`src/rtl/sevenseg_scan_ctrl.sv`:
```
`default_nettype none
// ============================================================================
// sevenseg_scan_ctrl: multiplexed 7-segment scan controller with hex decode
// and per-slot dead-time blanking.  Rev 1.0
// ============================================================================
module sevenseg_scan_ctrl #(
  parameter int NUM_DIGITS       = 4,
  parameter int ADDR_W           = 2,
  parameter int REFRESH_DIV      = 50000,
  parameter int DEADTIME         = 4,
  parameter bit SEG_ACTIVE_LOW   = 1'b1,
  parameter bit DIGIT_ACTIVE_LOW = 1'b0
) (
  input  logic                  clk,
  input  logic                  rst,
  input  logic                  en,
  input  logic                  wr_en,
  input  logic [ADDR_W-1:0]     wr_addr,
  input  logic [3:0]            wr_data,
  input  logic                  wr_blank,
  output logic [6:0]            seg,
  output logic [NUM_DIGITS-1:0] digit,
  output logic [ADDR_W-1:0]     scan_idx,
  output logic                  frame_done
);

  localparam int                    DIV_W      = $clog2(REFRESH_DIV);
  localparam logic [DIV_W-1:0]      C_DIV_LAST = DIV_W'(REFRESH_DIV - 1);
  localparam logic [DIV_W-1:0]      C_DEAD     = DIV_W'(DEADTIME);
  localparam logic [ADDR_W-1:0]     C_IDX_LAST = ADDR_W'(NUM_DIGITS - 1);
  localparam logic [6:0]            SEG_OFF    = {7{SEG_ACTIVE_LOW}};
  localparam logic [NUM_DIGITS-1:0] DIGIT_OFF  = {NUM_DIGITS{DIGIT_ACTIVE_LOW}};

  typedef enum logic [1:0] {
    ST_IDLE  = 2'd0,
    ST_BLANK = 2'd1,
    ST_DRIVE = 2'd2
  } state_t;

  state_t                       state_q, state_d;
  logic [DIV_W-1:0]             div_cnt_q, div_cnt_d;
  logic [ADDR_W-1:0]            scan_idx_q, scan_idx_d;
  logic [NUM_DIGITS-1:0][3:0]   value_q, value_d;
  logic [NUM_DIGITS-1:0]        blank_q, blank_d;
  logic [6:0]                   seg_q, seg_d;
  logic [NUM_DIGITS-1:0]        digit_q, digit_d;
  logic                         frame_done_q, frame_done_d;

  logic [3:0]                   sel_value;
  logic                         sel_blank;
  logic [NUM_DIGITS-1:0]        sel_onehot;

  function automatic logic [6:0] hex_decode(input logic [3:0] v);
    logic [6:0] p;
    case (v)
      4'h0: p = 7'h3F;  4'h1: p = 7'h06;  4'h2: p = 7'h5B;  4'h3: p = 7'h4F;
      4'h4: p = 7'h66;  4'h5: p = 7'h6D;  4'h6: p = 7'h7D;  4'h7: p = 7'h07;
      4'h8: p = 7'h7F;  4'h9: p = 7'h6F;  4'hA: p = 7'h77;  4'hB: p = 7'h7C;
      4'hC: p = 7'h39;  4'hD: p = 7'h5E;  4'hE: p = 7'h79;  default: p = 7'h71;
    endcase
    return p;
  endfunction

  // Divider / scan sequencing; state tracks the divider value it will hold.
  always_comb begin
    state_d    = state_q;
    div_cnt_d  = div_cnt_q;
    scan_idx_d = scan_idx_q;
    if (!en) begin
      state_d    = ST_IDLE;
      div_cnt_d  = '0;
      scan_idx_d = '0;
    end else if (state_q == ST_IDLE) begin
      state_d    = ST_BLANK;
      div_cnt_d  = '0;
      scan_idx_d = '0;
    end else begin
      if (div_cnt_q == C_DIV_LAST) begin
        div_cnt_d  = '0;
        scan_idx_d = (scan_idx_q == C_IDX_LAST) ? '0 : scan_idx_q + 1'b1;
      end else begin
        div_cnt_d  = div_cnt_q + 1'b1;
      end
      state_d = (div_cnt_d < C_DEAD) ? ST_BLANK : ST_DRIVE;
    end
  end

  // Out-of-range addresses never match any digit, so they are dropped here.
  always_comb begin
    value_d    = value_q;
    blank_d    = blank_q;
    sel_value  = 4'h0;
    sel_blank  = 1'b1;
    sel_onehot = '0;
    for (int i = 0; i < NUM_DIGITS; i++) begin
      if (wr_en && (wr_addr == ADDR_W'(i))) begin
        value_d[i] = wr_data;
        blank_d[i] = wr_blank;
      end
      if (scan_idx_q == ADDR_W'(i)) begin
        sel_value     = value_q[i];
        sel_blank     = blank_q[i];
        sel_onehot[i] = 1'b1;
      end
    end
  end

  // Outputs are gated by en as well so a disable darkens on the next edge.
  always_comb begin
    seg_d        = SEG_OFF;
    digit_d      = DIGIT_OFF;
    frame_done_d = 1'b0;
    if (en && (state_q == ST_DRIVE)) begin
      seg_d        = sel_blank ? SEG_OFF : (hex_decode(sel_value) ^ {7{SEG_ACTIVE_LOW}});
      digit_d      = sel_onehot ^ DIGIT_OFF;
      frame_done_d = (div_cnt_q == C_DIV_LAST) && (scan_idx_q == C_IDX_LAST);
    end
  end

  always_ff @(posedge clk or posedge rst) begin
    if (rst) begin
      state_q      <= ST_BLANK;
      div_cnt_q    <= '0;
      scan_idx_q   <= '0;
      value_q      <= '0;
      blank_q      <= '1;
      seg_q        <= SEG_OFF;
      digit_q      <= DIGIT_OFF;
      frame_done_q <= 1'b0;
    end else begin
      state_q      <= state_d;
      div_cnt_q    <= div_cnt_d;
      scan_idx_q   <= scan_idx_d;
      value_q      <= value_d;
      blank_q      <= blank_d;
      seg_q        <= seg_d;
      digit_q      <= digit_d;
      frame_done_q <= frame_done_d;
    end
  end

  assign seg        = seg_q;
  assign digit      = digit_q;
  assign scan_idx   = scan_idx_q;
  assign frame_done = frame_done_q;

endmodule
`default_nettype wire
```
`config.mk`:
```
export PLATFORM = sky130hd
export DESIGN_NAME = sevenseg_scan_ctrl
export DESIGN_NICKNAME = d
export VERILOG_FILES = /design/src/rtl/sevenseg_scan_ctrl.sv
export SDC_FILE = /design/constraint.sdc
export NUM_CORES = 1
export LEC_CHECK = 0
export CORE_MARGIN = 3
export CORE_UTILIZATION = 55
export DETAILED_ROUTE_END_ITERATION = 8
export PLACE_DENSITY = 0.76
export SETUP_SLACK_MARGIN = 0.05
export SYNTH_ARGS = -nofsm -noshare
export SYNTH_HDL_FRONTEND = slang
export SYNTH_SLANG_ARGS = --single-unit
export TNS_END_PERCENT = 5
```
`constraint.sdc`:
```
create_clock -name clk -period 5.5 [get_ports clk]
set_input_delay 0.55 -clock clk [delete_from_list [all_inputs] [get_ports clk]]
set_output_delay 0.55 -clock clk [all_outputs]
set_load 0.05 [all_outputs]
```
==> results of run 1 <==
-- kinds of logic (layout without fill, tap and decap cells) --
group,after synthesis,count (layout)
and+or+nand+nor,102,102
adders and majority gates,11,11
muxes,27,27
AOI/OAI and AO/OA,42,42
DFF,52,52
xor gates and xnor gates,14,14
buffers and inverters,25,41
-- final cells by class --
cell class                      instances  share of cell area, %
Clock buffer                            5                   2.11
Tap cell                               67                   2.57
Clock inverter                          3                   1.30
Sequential cell                        52                   40.3
Multi-Input combinational cell        196                   45.3
Timing Repair Buffer                   24                   7.36
Inverter                                9                   1.03
-- cells in the mapped netlist, types with 5 or more instances --
| cell type | n | share of area [%] |
|---|---|---|
| inv_1 | 9 | 1.2 |
| a211oi_1 | 6 | 1.5 |
| and2_1 | 7 | 1.5 |
| dfstp_2 | 12 | 11 |
| nor2_1 | 28 | 3.6 |
| nand3_1 | 8 | 1.4 |
| xnor2_1 | 6 | 1.8 |
| mux2_2 | 20 | 7.7 |
| dfrtp_1 | 40 | 34 |
| buf_2 | 8 | 1.4 |
| xor2_1 | 8 | 2.4 |
| nand4_1 | 7 | 1.5 |
| mux2i_1 | 6 | 2.1 |
| o221ai_1 | 5 | 1.5 |
| ha_1 | 11 | 4.7 |
| nor2b_1 | 6 | 1.3 |
| a21oi_1 | 7 | 1.2 |
| nand2_1 | 13 | 1.7 |
-- sequential cells by signal, summed over array words and instances (netlist names) --
signal / cells
div_cnt_q: 16
value_q: 16
seg: 7
blank_q: 4
digit: 4
scan_idx: 2
state_q: 2
frame_done: 1
-- power by group --
group / leakage [nW] / internal [mW] / switching (mW)
combinational: 0.638 / 0.0576 / 0.0657
clock: 0.0541 / 0.135 / 0.126
sequential: 0.650 / 0.417 / 0.0198
-- metrics by stage --
step	util (%)	instances
after floorplan	-	273
after global placement	64.2	348
after detailed placement	64.2	348
after CTS	66.5	356
after global routing	66.5	356
final	66.5	356
-- layer usage --
metal	global-route usage, %	wire length, um	part of all wire [%]	up-vias
met4	5.15	48	0.87	0
met1	29.5	2880	52	990
met5	0	0	0	-
met3	4.08	280	5.1	5
li1	-	-	-	1007
met2	26.7	2330	42	57
-- how the worst max path moves through the flow --
stage / from / to / cells past startpoint
after global placement: scan_idx[1]$_DFFE_PP0P_ / seg[3]$_DFF_PP1_ / 9
after CTS: scan_idx[1]$_DFFE_PP0P_ / seg[3]$_DFF_PP1_ / 10
final: scan_idx[1]$_DFFE_PP0P_ / seg[3]$_DFF_PP1_ / 10
after floorplan: scan_idx[1]$_DFFE_PP0P_ / seg[3]$_DFF_PP1_ / 10
after global routing: scan_idx[1]$_DFFE_PP0P_ / seg[3]$_DFF_PP1_ / 10
after detailed placement: scan_idx[1]$_DFFE_PP0P_ / seg[3]$_DFF_PP1_ / 10
==> flow_summary.ini, run 1 <==
[final_layout]
multi_input_area_um2 = 1480
most-common-layout-cells = dfrtp_1, nor2_1, clkdlybuf4s50_1
fillers = 390
final_common_cell = dfrtp_1
drive_above_1_share_pct = 19.0
areaGrowthSynthToFinish_pct = 11.7
final_nets = 310
antenna_cells = 0
final-seq-area_um2 = 1320
final_area_um2 = 3260

[synth]
synth_compound_area_share_pct = 11.2
synth_warnings = 0
synth_edf_count = 0
synthArstFlopShare_pct = 100
syn_area_um2 = 2920
synth-seq-cells = 52
syn_nets = 295
synth_top_family_by_area = simple AND/OR/NAND/NOR gates
synthAdderAreaFrac_pct = 4.71
synth.distinct_cells = 59
synth-main-ff-cell = dfrtp_1
yosysSeqAreaShare_pct = 45.1
postSynthCellCount = 273
synth_mux_area_share_pct = 10.3
synth_area_per_cell_um2 = 10.7
synth_xor_area_share_pct = 4.20
synth-simple-area-share_pct = 20.2

[worst_setup_path]
required_ps = 5720
critPathMaxFanout = 10
end_kind = register
crit_type = reg2reg
crit_slowest_cell = a22oi_1
cp_slowest_stage_delay_ps = 450
r2r_cells = 10
arrival_ps = 2880
path_cells = inv_1, ha_1, nor2b_1, a221o_1, a22oi_1, inv_1, ha_1, a21boi_0, a211oi_1, o21ai_0
r2r_start = scan_idx[1]$_DFFE_PP0P_
critPathLaunchType = register
r2r-end = seg[3]$_DFF_PP1_
reg2reg_slack_ps = 2840
cp_num_buf_inv = 2
critPathTopFamily = compound AO/OA/AOI/OAI gates

[worst_hold_path]
hold_end = div_cnt_q[0]$_DFF_PP0_
min_from = div_cnt_q[0]$_DFF_PP0_
hp-class = reg2reg
holdPathStages = 1

[floorplan]
num_rows = 25
start_util_pct = 59.5
die_x_um = 78.9
die_h_um = 78.9
io_pins = 25
die_area_um2 = 6220
core-area_um2 = 4910

[timing]
setup_ws_ps = 2840
fmax_mhz = 377
timing.final.crit_share_pct = 48.3
finalSetupViolations = 0
report.final.hold_viol_count = 0
hold_ws_ps = 485
rsz0062_at_grt = no
slew_violations = 0
slew_headroom_pct = 31.1
finalSetupTns_ps = 0
fin_worst_skew_ps = 8.52
fin_crit_ps = 2660
worst_pin_slew_ps = 1030

[drt]
vias_per_cell = 5.78
drt_iter0_drc = 224
wirelength_um = 5540
drt-pass1-iter-count = 4
wl_per_cell_um = 15.6
drc_errors = 0
vias = 2059
ant_nets = 0

[clock_network]
cts_sinks = 52
cts.repair.resized = 0
clkTransAtPathRegs_ps = 90
htreeDepth = 2
holdBufCountCts = 0
cts-root-buf = clkbuf_8
postCtsSetupRepairBufs = 0
cts_buffers = 5
clk_latency_ps = 300
clockBufferDepth = 2
cts_tree = done

[power_and_ir_drop]
p_leak_nw = 1.34
ir_drop_v = 0.000222
total_power_mw = 0.821
p_per_area_nw_per_um2 = 251

[job]
max-cap-violations = 0

[global_routing]
grt_max_degree = 53
antenna_found_initial = 0
gr-total-overflow = 0
grt_pass1_wl_um = 9360
grt_pass1_vias = 1895
track_usage_pct = 19.0

[placed_design]
dp_hpwl_um = 3970
dp_slack_ps = 2880
gp_congestion = 0.905
port_buffers = 24
placed_area_um2 = 3150

[run_status]
outcome = finished clean
(Power assumes the default switching activity.)
==> inputs of run 2 (changes only) <==
clock period = 2.5 ns   (was 5.5 ns; I/O delays follow)
==> run 2 against run 1 <==
Design area up 2.0%. First-iteration DRC count down 13%. Global-route usage grew 0.85 points. Die area stayed put. Via count up 2.9%. Maximum frequency increased by 18%.
==> flow_summary.ini, run 2 (synthesis gave the netlist of run 1 again) <==
[run_status]
outcome = finished clean

[timing]
fmax_mhz = 445
fin_worst_skew_ps = 8.42
finalSetupViolations = 0
setup_ws_ps = 254
fin_crit_ps = 2250
slew_headroom_pct = 46.0
hold_ws_ps = 424
finalSetupTns_ps = 0
timing.final.crit_share_pct = 89.9
slew_violations = 0
report.final.hold_viol_count = 0
worst_pin_slew_ps = 809
rsz0062_at_grt = no

[global_routing]
grt_max_degree = 42
grt_pass1_wl_um = 9630
track_usage_pct = 19.9
antenna_found_initial = 0
gr-total-overflow = 0
grt_pass1_vias = 2013

[placed_design]
dp_hpwl_um = 4230
placed_area_um2 = 3210
dp_slack_ps = 89.3
port_buffers = 24
post-place-cells = 354
gp_congestion = 0.890

[clock_network]
holdBufCountCts = 0
cts-root-buf = clkbuf_8
clkTransAtPathRegs_ps = 90
htreeDepth = 2
clk_latency_ps = 310
cts_sinks = 52
cts_tree = done
cts_buffers = 5
clockBufferDepth = 2

[worst_setup_path]
r2r_cells = 10
critPathLaunchType = register
r2r_start = scan_idx[0]$_DFFE_PP0P_
path_cells = inv_1, ha_1, nor2b_1, a221oi_2, o31ai_2, buf_4, buf_4, ha_1, a211oi_1, o21ai_0
arrival_ps = 2470
reg2reg_slack_ps = 250
cp_num_buf_inv = 3
crit_type = reg2reg
required_ps = 2720
cp_slowest_stage_delay_ps = 410
critPathTopFamily = compound AO/OA/AOI/OAI gates
crit_slowest_cell = dfrtp_2
critPathMaxFanout = 6
r2r-end = seg[3]$_DFF_PP1_
end_kind = register

[final_layout]
final_nets = 318
multi_input_area_um2 = 1500
drive_above_1_share_pct = 22.9
final-seq-area_um2 = 1320
areaGrowthSynthToFinish_pct = 13.9
final_area_um2 = 3330
final_common_cell = dfrtp_1
final_util_pct = 67.8
antenna_cells = 0
layout.cells.non_filler = 364
most-common-layout-cells = dfrtp_1, nor2_1, clkdlybuf4s50_1
fillers = 421

[drt]
vias = 2119
ant_nets = 0
drt_iter0_drc = 195
drc_errors = 0
vias_per_cell = 5.82
wl_per_cell_um = 15.8
wirelength_um = 5770
drt-pass1-iter-count = 4

[worst_hold_path]
hp-class = in2async

[job]
max-cap-violations = 0

[floorplan]
io_pins = 25
core-area_um2 = 4910
die_x_um = 78.9
die_h_um = 78.9
num_rows = 25
die_area_um2 = 6220
start_util_pct = 59.5

[power_and_ir_drop]
total_power_mw = 1.76
p_leak_nw = 1.37
ir_drop_v = 0.000299
p_per_area_nw_per_um2 = 528
run 2: cell count changes in the layout (fill, tap and decap cells not counted), sizes merged:
| cell | previous run | this run |
|---|---|---|
| clkbuf | 5 | 7 |
| clkinv | 1 | 0 |
| buf | 0 | 8 |
| bufinv | 1 | 0 |
run 2: what timing repair did:
item	in CTS	in global routing
endpoints found under the hold margin	0	0
endpoints found under the setup margin	0	6
resized for setup	0	2
buffers inserted	0	2
run 2: worst max-delay path by stage:
stage                     slack [ps]               startpoint          endpoint  depth (start not counted)
final                            250  scan_idx[0]$_DFFE_PP0P_  seg[3]$_DFF_PP1_                         10
after CTS                         60  scan_idx[0]$_DFFE_PP0P_  seg[3]$_DFF_PP1_                          9
after global routing              50  scan_idx[0]$_DFFE_PP0P_  seg[3]$_DFF_PP1_                         10
after global placement           230  scan_idx[0]$_DFFE_PP0P_  seg[3]$_DFF_PP1_                          9
after detailed placement          90  scan_idx[0]$_DFFE_PP0P_  seg[3]$_DFF_PP1_                          9
after floorplan                  160  scan_idx[1]$_DFFE_PP0P_  seg[3]$_DFF_PP1_                         10
run 2: layout make-up:
type | count | share of cell area, %
Sequential cell | 52 | 39.6
Multi-Input combinational cell | 196 | 45.0
Timing Repair Buffer | 32 | 9.02
Clock inverter | 1 | 0.226
Tap cell | 67 | 2.52
Inverter | 9 | 1.02
Clock buffer | 7 | 2.59
run 2: per-layer routing:
| layer | GRT usage [%] | share of wire (%) | routed length [um] | vias up |
|---|---|---|---|---|
| met5 | 0 | 0 | 0 | - |
| met4 | 8.08 | 2.2 | 127 | 0 |
| met3 | 4.31 | 6.1 | 352 | 10 |
| met2 | 28.7 | 43 | 2470 | 65 |
| met1 | 29.0 | 49 | 2820 | 1027 |
| li1 | - | - | - | 1017 |
run 2: report_power, final:
group          leakage (nW)  total (mW)  switching [mW]  internal, mW
Sequential            0.646       0.962          0.0447         0.917
Clock                0.0445       0.503           0.277         0.226
Combinational         0.680       0.294           0.150         0.144
Total                  1.37        1.76           0.472          1.29
